<file path="config.mk">
export PLATFORM = sky130hd
export DESIGN_NAME = lfsr_rand_gen
export DESIGN_NICKNAME = d
export VERILOG_FILES = /design/src/rtl/lfsr_pkg.sv /design/src/rtl/lfsr_core.sv /design/src/rtl/lfsr_rand_gen.sv
export SDC_FILE = /design/constraint.sdc
export NUM_CORES = 1
export LEC_CHECK = 0
export CAP_MARGIN = 25
export CORE_MARGIN = 3
export CORE_UTILIZATION = 35
export DETAILED_ROUTE_END_ITERATION = 7
export DONT_BUFFER_PORTS = 1
export GPL_ROUTABILITY_DRIVEN = 0
export SKIP_CTS_REPAIR_TIMING = 1
export SYNTH_ARGS = -nofsm -noshare
export SYNTH_HDL_FRONTEND = slang
export SYNTH_SLANG_ARGS = --single-unit
</file>
<file path="constraint.sdc">
create_clock -name Clk -period 2.75 [get_ports Clk]
set_input_delay 0.55 -clock Clk [delete_from_list [all_inputs] [get_ports Clk]]
set_output_delay 0.55 -clock Clk [all_outputs]
set_load 0.05 [all_outputs]
</file>
<file path="src/rtl/lfsr_pkg.sv">
// Shared types and helpers for the Galois LFSR random-number generator:
// FSM state encoding, the single-step Galois function and the maximal-length tap table.
package lfsr_pkg;

  typedef enum logic [1:0] {
    ST_IDLE = 2'd0,
    ST_SPIN = 2'd1,
    ST_HOLD = 2'd2
  } lfsr_state_t;

  // Right-shifting Galois step; callers zero-extend to 32 bits and truncate back.
  function automatic logic [31:0] lfsr_next(input logic [31:0] state, input logic [31:0] taps);
    return (state >> 1) ^ (state[0] ? taps : '0);
  endfunction

  // Maximal-length Galois feedback masks for widths 3..32 (zero for illegal widths).
  function automatic logic [31:0] maxlen_taps(input int unsigned width);
    logic [31:0] t;
    t = '0;
    case (width)
      3:  t = 32'h0000_0006;
      4:  t = 32'h0000_0009;
      5:  t = 32'h0000_0014;
      6:  t = 32'h0000_0030;
      7:  t = 32'h0000_0060;
      8:  t = 32'h0000_00B8;
      9:  t = 32'h0000_0110;
      10: t = 32'h0000_0240;
      11: t = 32'h0000_0500;
      12: t = 32'h0000_0E08;
      13: t = 32'h0000_1C80;
      14: t = 32'h0000_3802;
      15: t = 32'h0000_6000;
      16: t = 32'h0000_B400;
      17: t = 32'h0001_2000;
      18: t = 32'h0002_0400;
      19: t = 32'h0007_2000;
      20: t = 32'h0009_0000;
      21: t = 32'h0014_0000;
      22: t = 32'h0030_0000;
      23: t = 32'h0042_0000;
      24: t = 32'h00E1_0000;
      25: t = 32'h0120_0000;
      26: t = 32'h0200_0023;
      27: t = 32'h0400_0013;
      28: t = 32'h0900_0000;
      29: t = 32'h1400_0000;
      30: t = 32'h2000_0029;
      31: t = 32'h4800_0000;
      32: t = 32'h8020_0003;
      default: t = '0;
    endcase
    return t;
  endfunction

endpackage

</file>
<file path="src/rtl/lfsr_core.sv">
// LFSR state register with Galois step, runtime seed load and all-zero lock-up protection.
module lfsr_core
  import lfsr_pkg::*;
#(
  parameter int unsigned      WIDTH = 8,
  parameter logic [WIDTH-1:0] TAPS  = WIDTH'(maxlen_taps(WIDTH)),
  parameter logic [WIDTH-1:0] SEED  = '1
) (
  input  logic             Clk,
  input  logic             Rst,
  input  logic             Step,
  input  logic             Seed_Load,
  input  logic [WIDTH-1:0] Seed_In,
  output logic [WIDTH-1:0] State
);

  logic [WIDTH-1:0] lfsr_d;
  logic [WIDTH-1:0] lfsr_q;
  logic [WIDTH-1:0] lfsr_step;

  assign lfsr_step = WIDTH'(lfsr_next(32'(lfsr_q), 32'(TAPS)));

  // A zero seed or a corrupted zero state both fall back to SEED.
  always_comb begin
    lfsr_d = lfsr_q;
    if (Seed_Load) begin
      lfsr_d = (Seed_In == '0) ? SEED : Seed_In;
    end else if (lfsr_q == '0) begin
      lfsr_d = SEED;
    end else if (Step) begin
      lfsr_d = lfsr_step;
    end
  end

  always_ff @(posedge Clk) begin
    if (!Rst) begin
      lfsr_q <= SEED;
    end else begin
      lfsr_q <= lfsr_d;
    end
  end

  assign State = lfsr_q;

endmodule

</file>
<file path="src/rtl/lfsr_rand_gen.sv">
// Range-limited random value generator: rejection-samples the LFSR into [0, MAX_VAL]
// and presents accepted values on a valid/ready handshake.
module lfsr_rand_gen
  import lfsr_pkg::*;
#(
  parameter int unsigned      WIDTH     = 8,
  parameter logic [WIDTH-1:0] TAPS      = WIDTH'(maxlen_taps(WIDTH)),
  parameter logic [WIDTH-1:0] SEED      = '1,
  parameter int unsigned      OUT_W     = 6,
  parameter int unsigned      MAX_VAL   = 63,
  parameter int unsigned      MAX_TRIES = 16
) (
  input  logic             Clk,
  input  logic             Rst,
  input  logic             En,
  input  logic             Seed_Load,
  input  logic [WIDTH-1:0] Seed_In,
  input  logic             Req,
  output logic [OUT_W-1:0] Rand_Out,
  output logic             Valid,
  input  logic             Ready,
  output logic             Busy,
  output logic             Timeout,
  output logic [WIDTH-1:0] Lfsr_State
);

  localparam int unsigned      TRY_W    = $clog2(MAX_TRIES) + 1;
  localparam logic [TRY_W-1:0] TRY_LAST = TRY_W'(MAX_TRIES - 1);
  localparam logic [OUT_W-1:0] MAX_OUT  = OUT_W'(MAX_VAL);

  lfsr_state_t      state_d, state_q;
  logic [TRY_W-1:0] try_d, try_q;
  logic [OUT_W-1:0] rand_d, rand_q;
  logic             valid_d, valid_q;
  logic             timeout_d, timeout_q;
  logic             lfsr_step;
  logic [OUT_W-1:0] cand;

  assign lfsr_step = En | (state_q == ST_SPIN);

  lfsr_core #(
    .WIDTH (WIDTH),
    .TAPS  (TAPS),
    .SEED  (SEED)
  ) u_core (
    .Clk       (Clk),
    .Rst       (Rst),
    .Step      (lfsr_step),
    .Seed_Load (Seed_Load),
    .Seed_In   (Seed_In),
    .State     (Lfsr_State)
  );

  // Candidate comes from the registered state, so a same-cycle seed load affects the next one.
  assign cand = Lfsr_State[OUT_W-1:0];

  always_comb begin
    state_d   = state_q;
    try_d     = try_q;
    rand_d    = rand_q;
    valid_d   = valid_q;
    timeout_d = 1'b0;
    case (state_q)
      ST_IDLE: begin
        if (Req) begin
          state_d = ST_SPIN;
          try_d   = '0;
        end
      end
      ST_SPIN: begin
        if (cand <= MAX_OUT) begin
          rand_d  = cand;
          valid_d = 1'b1;
          state_d = ST_HOLD;
        end else if (try_q == TRY_LAST) begin
          rand_d    = MAX_OUT;
          valid_d   = 1'b1;
          timeout_d = 1'b1;
          state_d   = ST_HOLD;
        end else begin
          try_d = try_q + TRY_W'(1);
        end
      end
      ST_HOLD: begin
        if (valid_q && Ready) begin
          valid_d = 1'b0;
          state_d = ST_IDLE;
        end
      end
      default: begin
        state_d = ST_IDLE;
        valid_d = 1'b0;
      end
    endcase
  end

  always_ff @(posedge Clk) begin
    if (!Rst) begin
      state_q   <= ST_IDLE;
      try_q     <= '0;
      rand_q    <= '0;
      valid_q   <= 1'b0;
      timeout_q <= 1'b0;
    end else begin
      state_q   <= state_d;
      try_q     <= try_d;
      rand_q    <= rand_d;
      valid_q   <= valid_d;
      timeout_q <= timeout_d;
    end
  end

  assign Rand_Out = rand_q;
  assign Valid    = valid_q;
  assign Timeout  = timeout_q;
  assign Busy     = (state_q == ST_SPIN);

endmodule

</file>
==> metrics.md <==
| Metric | Value |
|---|---|
| Status | completed |
| Crit start category | register |
| Slew Limit Fails | 0 |
| Tmin final | approximately 1900 ps |
| Endpoints failing hold | 0 |
| DR WL/cell | 15.3 um |
| H-tree depth | 1 |
| Cells after Synth | 91 |
| Grt ovf | 0 |
| RSZ-0062 raised after global routing | no |
| Worst Path Class, Setup | register to primary output |
| Largest net degree at the start of global routing | 18 |
| Die area | between 0.002 and 0.003 mm2 |
| Power density cells | a little under 700 mW/mm2 |
| CTS sink count | 18 |
| Num CTS Buffers | 3 |
| Max incr delay on CP | approximately 430 ps |
| Cell area after layout | 882 um2 |
| Drt drc | 0 |
| Iter 0 DRT Violations | 19 |
| Register area share after synthesis | between 40% and 50% |
| Initial antenna violation count | 0 |
| Fmax | ~0.53 GHz |
| Vias/cell | around 5.4 |
| P&R area growth vs syn | 10.8% |
| Syn nets | between 100 and 150 |
| Via Count | 670 |
| Slowest-stage cell, CP | inv_2 |
| Post-layout util | 42.8% |
| Hold Path Class | primary input to register |
| Root buf cell | clkbuf_4 |
| # nets final | between 100 and 150 |
| Slew margin rel. | between 50 and 60% |
| Fin worst setup slack | ~870 ps |
| Die width | between 50 and 60 um |
| Fin crit share | around two thirds |
| Antenna Cells | 0 |
| Overall Global Routing Usage | around 14% |
| Post-synth top area share | 45.3% |
| Critical path fanouts, max | 17 |
| Crit path required time | 2200 ps |
| Most frequent cells in the layout | 21 x nand2_1, 18 x dfxtp_1, 9 x o21ai_0 |
| Synth cell types | 23 |
| Worst path cell trace | nand2_1, inv_2 |
| Pleak | 0.319 nW |
| Rows | 16 |
| Synth warnings | 0 |
| Setup tns final | 0 ps |
| Worst VDD drop | around 250 uV |
| Antenna viol nets, final | 0 |
| Synthesis-stage register bit count | 18 |
| Synth area leaders | dfxtp_1 45%, nand2_1 9.9%, o2bb2ai_1 8.8% |
| Initial Util | between 30% and 40% |
| CTS tree | built |
| Dominant cell type by area after synthesis | dfxtp_1 |
| Max clock buf depth | 2 |
| Total core area | 0.00206 mm2 |
| Layout cell share with drive strength beyond 1 | between 10% and 20% |
| First-pass GRT wire length | approximately 3000 um |
| Post-synth EDFFs | 0 |
| Pre-CTS setup slack | around 1100 ps |
| Fillcell total | approximately 220 |
| Ys async rst share | 0% |
| DP Area | around 850 um2 |
| Critical Path Sink Type | primary output |
| Synthesized area per cell | between 8 and 9 um2 |
| Max-Cap Viols | 0 |
| Top_reg_cell synth | dfxtp_1 |
| Routed WL | between 1500 and 2000 um |
| Critical path arrival | 1330 ps |
| Vias in the first global route | between 600 and 700 |
| Commonest non-fill, non-tap cell in the layout | nand2_1 |
| Final setup vio count | 0 |
| Clock skew | about 2.3 ps |
| Die Ht | roughly 54 um |
| Tightest Pin Transition | 629 ps |
| Worst-path clk slew | 100 ps |
| Router iterations before antenna repair | 4 |
| Cell Area, Synth | roughly 800 um2 |
| Post-DP HPWL | 1390 um |
| Clk_lat worst skew | 290 ps |
| PortBufs | 0 |
| I/O Pins | 31 |
-- final timing paths --
check	startpoint	to	slack, ps	depth (start not counted)
worst min-delay path	Rst	u_core.State[3]	330	1
worst min register to register	state_q[1]	Valid	560	2
worst max-delay path	state_q[0]	Busy	870	2
worst max register to register	state_q[1]	u_core.State[4]	1120	6
-- routing by layer --
layer | up-vias | GRT usage [%] | part of all wire [%]
met2 | 21 | 20.4 | 46
li1 | 334 | - | -
met5 | - | 0 | 0
met4 | 0 | 6.38 | 0.53
met3 | 2 | 4.71 | 10
met1 | 313 | 19.8 | 44
-- cell type report --
class / instances / area [um2] / share of cell area (%)
Clock buffer: 4 / 36.3 / 4.11
Tap cell: 27 / 33.8 / 3.83
Sequential cell: 18 / 360 / 40.9
Timing Repair Buffer: 4 / 30.0 / 3.40
Multi-Input combinational cell: 68 / 414 / 47.0
Inverter: 2 / 7.51 / 0.851
-- power breakdown --
part           internal (mW)  total, mW  switching, mW  leakage (nW)
clock                 0.0805      0.162         0.0813        0.0210
combinational         0.0335     0.0935         0.0600         0.149
sequential             0.281      0.342         0.0610         0.149
-- synthesized netlist by cell type, types with 2 or more instances --
master     number
a21boi_0        4
o2bb2ai_1       8
nand3_1         8
xor2_1          3
nor4_1          2
dfxtp_1        18
o21ai_0         9
a21boi_1        2
nand2_1        21
or4_4           2
buf_2           2
-- cell families (layout without fill, tap and decap cells) --
family	Yosys count	after routing	synth area share (%)
simple gates	36	36	21.9
xor+xnor	3	3	3.30
buf+inv	5	10	2.67
compound gates	28	28	26.4
flops	18	18	45.3
other cells	1	1	0.471
-- registers in the layout, indices dropped and copies added, names as in the netlist --
name          flops
u_core.State      8
Valid             1
state_q           2
Rand_Out          6
Timeout           1
-- per-stage QoR --
step                instances  total power [mW]  hold WS [ps]
CTS                       123             0.604           317
detailed placement        119             0.442           533
global route              123             0.627           315
global placement          119             0.440           525
finish                    123             0.597           331
floorplan                  91             0.422           510
-- critical path: cells and delay by family, from the launching register on --
family                 cells  cell delay (ps)
buffers and inverters      1              430
flip-flops                 1              410
AND/OR/NAND/NOR            1              210
Note: power is estimated with default switching activity, not from simulation.
